--- config.mk ---
export PLATFORM = sky130hd
export DESIGN_NAME = obuf_accum_sched
export DESIGN_NICKNAME = d
export VERILOG_FILES = /design/src/rtl/obuf_accum_sched.sv
export SDC_FILE = /design/constraint.sdc
export NUM_CORES = 1
export LEC_CHECK = 0
export ABC_AREA = 1
export CORE_UTILIZATION = 56
export DETAILED_ROUTE_END_ITERATION = 10
export HOLD_SLACK_MARGIN = 0.02
export PLACE_DENSITY = 0.8
export REMOVE_ABC_BUFFERS = 1
export SETUP_SLACK_MARGIN = 0.15
export SLEW_MARGIN = 20
export SYNTH_ARGS = -nofsm -noshare
export SYNTH_HDL_FRONTEND = slang
export SYNTH_SLANG_ARGS = --single-unit
--- constraint.sdc ---
create_clock -name clk -period 2.05 [get_ports clk]
set_input_delay 0.3075 -clock clk [delete_from_list [all_inputs] [get_ports clk]]
set_output_delay 0.3075 -clock clk [all_outputs]
set_load 0.03 [all_outputs]
--- src/rtl/obuf_accum_sched.sv ---
// Output-buffer accumulation scheduler: sequences reduction passes and tiles,
// selecting bias vs. partial-sum seeding. Optional status counter via OBUF_ACCUM_SCHED_STATUS_EN.
module obuf_accum_sched #(
  parameter int unsigned ITER_W = 16,
  parameter int unsigned STAT_W = 32
) (
  input  logic              clk,
  input  logic              reset,
  input  logic              cfg_v,
  input  logic [ITER_W-1:0] cfg_pass_num,
  input  logic [ITER_W-1:0] cfg_tile_num,
  input  logic              start,
  input  logic              abort,
  input  logic              compute_done,
  output logic              obuf_bias_sel_out,
  output logic              last_pass,
  output logic              tile_done,
  output logic              busy,
  output logic              done
`ifdef OBUF_ACCUM_SCHED_STATUS_EN
  ,
  output logic [STAT_W-1:0] stat_pass_cnt
`endif
);

  typedef enum logic [1:0] {
    IDLE = 2'd0,
    RUN  = 2'd1,
    FIN  = 2'd2
  } state_t;

  state_t            state;
  state_t            state_nxt;
  logic [ITER_W-1:0] pass_num;
  logic [ITER_W-1:0] tile_num;
  logic [ITER_W-1:0] pass_cnt;
  logic [ITER_W-1:0] tile_cnt;
  logic              sel_reg;
  logic              last_reg;

  logic cd_acc;
  logic pass_last;
  logic tile_last;
  logic start_acc;

  // Abort wins over compute_done; start is only honoured when idle.
  assign cd_acc    = compute_done && (state == RUN) && !abort;
  assign pass_last = (pass_cnt == pass_num);
  assign tile_last = (tile_cnt == tile_num);
  assign start_acc = start && (state == IDLE);

  always_comb begin
    state_nxt = state;
    case (state)
      IDLE: if (start) state_nxt = RUN;
      RUN: begin
        if (abort) state_nxt = IDLE;
        else if (cd_acc && pass_last && tile_last) state_nxt = FIN;
      end
      FIN:     state_nxt = IDLE;
      default: state_nxt = IDLE;
    endcase
  end

  always_ff @(posedge clk) begin
    if (reset) state <= IDLE;
    else       state <= state_nxt;
  end

  // Configuration capture and pass/tile counters.
  always_ff @(posedge clk) begin
    if (reset) begin
      pass_num <= '0;
      tile_num <= '0;
      pass_cnt <= '0;
      tile_cnt <= '0;
    end else begin
      if ((state == IDLE) && cfg_v) begin
        pass_num <= cfg_pass_num;
        tile_num <= cfg_tile_num;
      end
      if (start_acc || ((state == RUN) && abort)) begin
        pass_cnt <= '0;
        tile_cnt <= '0;
      end else if (cd_acc) begin
        if (pass_last) begin
          pass_cnt <= '0;
          tile_cnt <= tile_last ? '0 : tile_cnt + ITER_W'(1);
        end else begin
          pass_cnt <= pass_cnt + ITER_W'(1);
        end
      end
    end
  end

  // Two-stage pipeline so select and last-pass flags land together.
  always_ff @(posedge clk) begin
    if (reset) begin
      sel_reg           <= 1'b0;
      last_reg          <= 1'b0;
      obuf_bias_sel_out <= 1'b0;
      last_pass         <= 1'b0;
      tile_done         <= 1'b0;
      busy              <= 1'b0;
      done              <= 1'b0;
    end else begin
      sel_reg           <= (pass_cnt != '0);
      last_reg          <= pass_last && (state == RUN);
      obuf_bias_sel_out <= sel_reg;
      last_pass         <= last_reg;
      tile_done         <= cd_acc && pass_last;
      busy              <= (state_nxt == RUN);
      done              <= (state_nxt == FIN);
    end
  end

`ifdef OBUF_ACCUM_SCHED_STATUS_EN
  // Accepted-pass counter, saturating; retains its value once the job ends.
  always_ff @(posedge clk) begin
    if (reset || start_acc) stat_pass_cnt <= '0;
    else if (cd_acc && (stat_pass_cnt != '1)) stat_pass_cnt <= stat_pass_cnt + STAT_W'(1);
  end
`endif

endmodule

==> run summary <==
The post-synthesis instance area came out at 3780 µm². The mean instance size in the synthesized netlist is 6.62 µm². The CTS clock-pin slew for the worst setup and hold paths is about 0.08 ns. STA puts the critical path data arrival time at 2.00 ns.

The relative slew slack came out at 71.9%. The synthesis-to-finish area growth came out at 18.0%. The total of hold buffers inserted after clock tree synthesis is 0. The highest attainable clock frequency is 0.571 GHz. The area fraction of the dominant cell type after synthesis is 38.7%.

The number of nets in the finished design is 653. The wire length after detailed routing is 8170 µm. After detailed routing, the number of remaining DRC violations is 2. TritonCTS built the clock tree. Summed over all layers, the global routing overflow is 0.

The shortest period the worst path allows is 1.75 ns. The biggest fanout along the worst timing path is 9. After detailed placement, the design holds a cell count of around 680.

The total via count after detailed routing came out at 3554. The critical path in this run is classified as reg -> reg. After the flow finishes, the layout carries non-filler instances totaling around 690. Synthesis produced a netlist whose cell count is 571. Setup repair after global routing could not meet its margin everywhere. The wire length of the first global-routing pass came out at 14000 µm. The I/O pin count is 43.

The chip width is approximately 84 µm. The post-route antenna net violation count came out at 0. The number of antenna violations at the first check in global routing came to 0. In the layout the commonest cells are 154 x sky130_fd_sc_hd__nand2_1, 83 x sky130_fd_sc_hd__nor2_1, 72 x sky130_fd_sc_hd__dfxtp_1. The count of TritonRoute iterations in the first routing pass is 7. The library cell used most frequently in the layout, excluding fill and tap cells, is sky130_fd_sc_hd__nand2_1. The clock tree synthesis step divided the H-tree into 3 levels.

The final reports fail on DRC. The area after detailed placement is 4270 µm². Yosys attributes the largest share of cell area to sky130_fd_sc_hd__dfxtp_1 39%, sky130_fd_sc_hd__nand2_1 15%, sky130_fd_sc_hd__nor2_1 8.2%.

The total count of max-transition violations in the final report is 0. The global-route usage over all layers came out at 24.5%. The maximum VDD drop came out at 392 µV. The effective utilization at floorplan came out at 58.8%. At the end of routability-driven placement, the weighted congestion stood at ~0.89. The cell sitting at the root of the clock tree is a sky130_fd_sc_hd__clkbuf_8. The setup total negative slack is 0 ns. The average via count per standard cell came out at between 5 and 6. The post-route netlist has 6.65% of its cells at a drive strength greater than 1. The worst setup path is launched from a flip-flop. The number of antenna diodes came out at 0. The largest net degree at the start of global routing came out at 34.

The final hold violation count came out at 0. The post-DP HPWL is 5990 µm. The cell area power density came out at 662 nW/µm². The final standard cell area without fillers is 4460 µm².

After floorplanning, the core was divided into 29 placement rows. The warning count from the yosys run came out at 0. The core occupancy in the finished layout came out at just under 70%.

The number of distinct library cells after synthesis is 32. Summed over all cells, the static leakage comes to 1.86 nW. In this run, synthesis produced a sequential element count of 73. The sequential area share after synthesis came out at 38.7%. The DRC marker count from the first detailed-route iteration came out at 232. The count of buffers from port buffering is 42. Counting along the longest clock path gives a buffer depth of 2. Counting instances, the worst hold path has a depth of 2. For the worst-skew pair, the clock arrives at the later sink with an insertion delay of ~0.35 ns. At the pin with the least slew margin, the transition time is 0.418 ns. The worst hold path belongs to the class reg -> reg.

STA puts the critical path data required time at 2.30 ns. The count of filler cells inserted in the layout came out at 572. After layout, the worst path uses 85.4% of the clock period. STA classifies the critical path endpoint as a flip-flop. The number of CTS-inserted buffers is 9. The die covers between 7000 and 8000 µm².

The final worst clock skew is around 0.0096 ns. The chip height is 84.1 µm. The flow ran to the end, but the final reports show violations. The via count of the first global-routing pass came out at 3273. The cell accounting for the most synthesized area is sky130_fd_sc_hd__dfxtp_1.

Counting cells, the worst reg-to-reg path comes to 12. The reported max-cap violation count came out at 0. The number of setup violations in the final report came out at 0.

The region available for standard cell placement spans 6420 µm². Counting every sink on the clock net gives 73. Dividing the detail-routed wire length by the instance count gives 11.8 µm.
## cells in the mapped netlist
| master | count |
|---|---|
| sky130_fd_sc_hd__nand2_1 | 154 |
| sky130_fd_sc_hd__a211oi_1 | 1 |
| sky130_fd_sc_hd__nor3_2 | 3 |
| sky130_fd_sc_hd__nand2_4 | 1 |
| sky130_fd_sc_hd__nor4_1 | 4 |
| sky130_fd_sc_hd__xnor2_1 | 6 |
| sky130_fd_sc_hd__inv_1 | 66 |
| sky130_fd_sc_hd__ha_1 | 3 |
| sky130_fd_sc_hd__o2111ai_1 | 1 |
| sky130_fd_sc_hd__o21bai_1 | 1 |
| sky130_fd_sc_hd__a21oi_1 | 43 |
| sky130_fd_sc_hd__clkinv_1 | 1 |
| sky130_fd_sc_hd__o21ai_0 | 37 |
| sky130_fd_sc_hd__nor3_1 | 6 |
| sky130_fd_sc_hd__a31oi_1 | 1 |
| sky130_fd_sc_hd__nor2_4 | 2 |
| sky130_fd_sc_hd__clkbuf_2 | 2 |
| sky130_fd_sc_hd__nand3_2 | 1 |
| sky130_fd_sc_hd__buf_4 | 1 |
| sky130_fd_sc_hd__xor2_1 | 22 |
| sky130_fd_sc_hd__nand4_1 | 6 |
| sky130_fd_sc_hd__nand3_1 | 23 |
| sky130_fd_sc_hd__nor3b_1 | 3 |
| sky130_fd_sc_hd__o211ai_1 | 1 |
| sky130_fd_sc_hd__nand2_2 | 1 |
| sky130_fd_sc_hd__buf_6 | 1 |
| sky130_fd_sc_hd__inv_2 | 4 |
| sky130_fd_sc_hd__clkbuf_1 | 11 |
| sky130_fd_sc_hd__nor2_8 | 1 |
| sky130_fd_sc_hd__nor2_1 | 83 |
| sky130_fd_sc_hd__buf_2 | 8 |
| sky130_fd_sc_hd__dfxtp_1 | 73 |
## power breakdown
group / internal [mW] / switching (mW) / leakage (nW)
Sequential: 1.47 / 0.0316 / 0.597
Combinational: 0.162 / 0.195 / 1.17
Clock: 0.512 / 0.577 / 0.0924
Total: 2.15 / 0.804 / 1.86
## stage by stage
| stage | hold WS (ns) | setup WS (ns) | power, mW |
|---|---|---|---|
| finish | 0.413 | 0.299 | 2.95 |
| global route | 0.424 | 0.142 | 3.07 |
| CTS | 0.414 | 0.321 | 2.96 |
| detailed placement | 0.403 | 0.133 | 1.90 |
| global placement | 0.400 | 0.232 | 1.89 |
| floorplan | 0.377 | 0.179 | 1.75 |
## metal layers
layer	track usage, %	share of wire, %	up-vias
li1	-	-	1863
met3	4.13	3.4	18
met5	0	0	-
met4	9.87	2.2	0
met1	28.0	43	1600
met2	45.2	51	73
## path summary, 6_finish.rpt
kind / from / endpoint / slack, ns
worst max-delay path: tile_cnt[2] / tile_cnt[0] / 0.30
worst min-delay path: last_reg / last_pass / 0.41
worst max register to register: tile_cnt[2] / tile_cnt[0] / 0.30
worst min register to register: last_reg / last_pass / 0.41
## repair_timing
item,in CTS,in global routing
endpoints found under the setup margin,0,2
buffers inserted,0,0
gates resized for setup,0,1
## area by class of cell
type                       count  area (µm²)  share of cell area, %
multi-input combinational    404        1940                   43.5
sequential                    73        1460                   32.8
timing repair buffer          53         503                   11.3
inverter                      71         267                   5.98
clock buffer                  11         151                   3.40
tap                           77        96.3                   2.16
clock inverter                 5        37.5                  0.842
## kinds of logic (layout without fill, tap and decap cells)
group | after synthesis | in the layout | synth area share (%)
buffers and inverters | 94 | 140 | 9.97
and+or+nand+nor | 288 | 288 | 32.3
AOI/OAI and AO/OA | 85 | 85 | 11.6
DFF | 73 | 73 | 38.7
adders and majority gates | 3 | 3 | 0.993
xor gates and xnor gates | 28 | 28 | 6.49
## worst max-delay path, cell delays in order, from the launching register on
cell	delay, ns
sky130_fd_sc_hd__dfxtp_1	0.49
sky130_fd_sc_hd__inv_1	0.12
sky130_fd_sc_hd__nand2_1	0.07
sky130_fd_sc_hd__nand2_1	0.04
sky130_fd_sc_hd__nor2_1	0.07
sky130_fd_sc_hd__nand2_1	0.08
sky130_fd_sc_hd__inv_1	0.05
sky130_fd_sc_hd__nand2_1	0.04
sky130_fd_sc_hd__nor2_1	0.20
sky130_fd_sc_hd__buf_4	0.22
sky130_fd_sc_hd__nand2_1	0.10
sky130_fd_sc_hd__nand2_1	0.10
sky130_fd_sc_hd__a21oi_1	0.05
No activity file was read; power rests on OpenSTA's default activity.
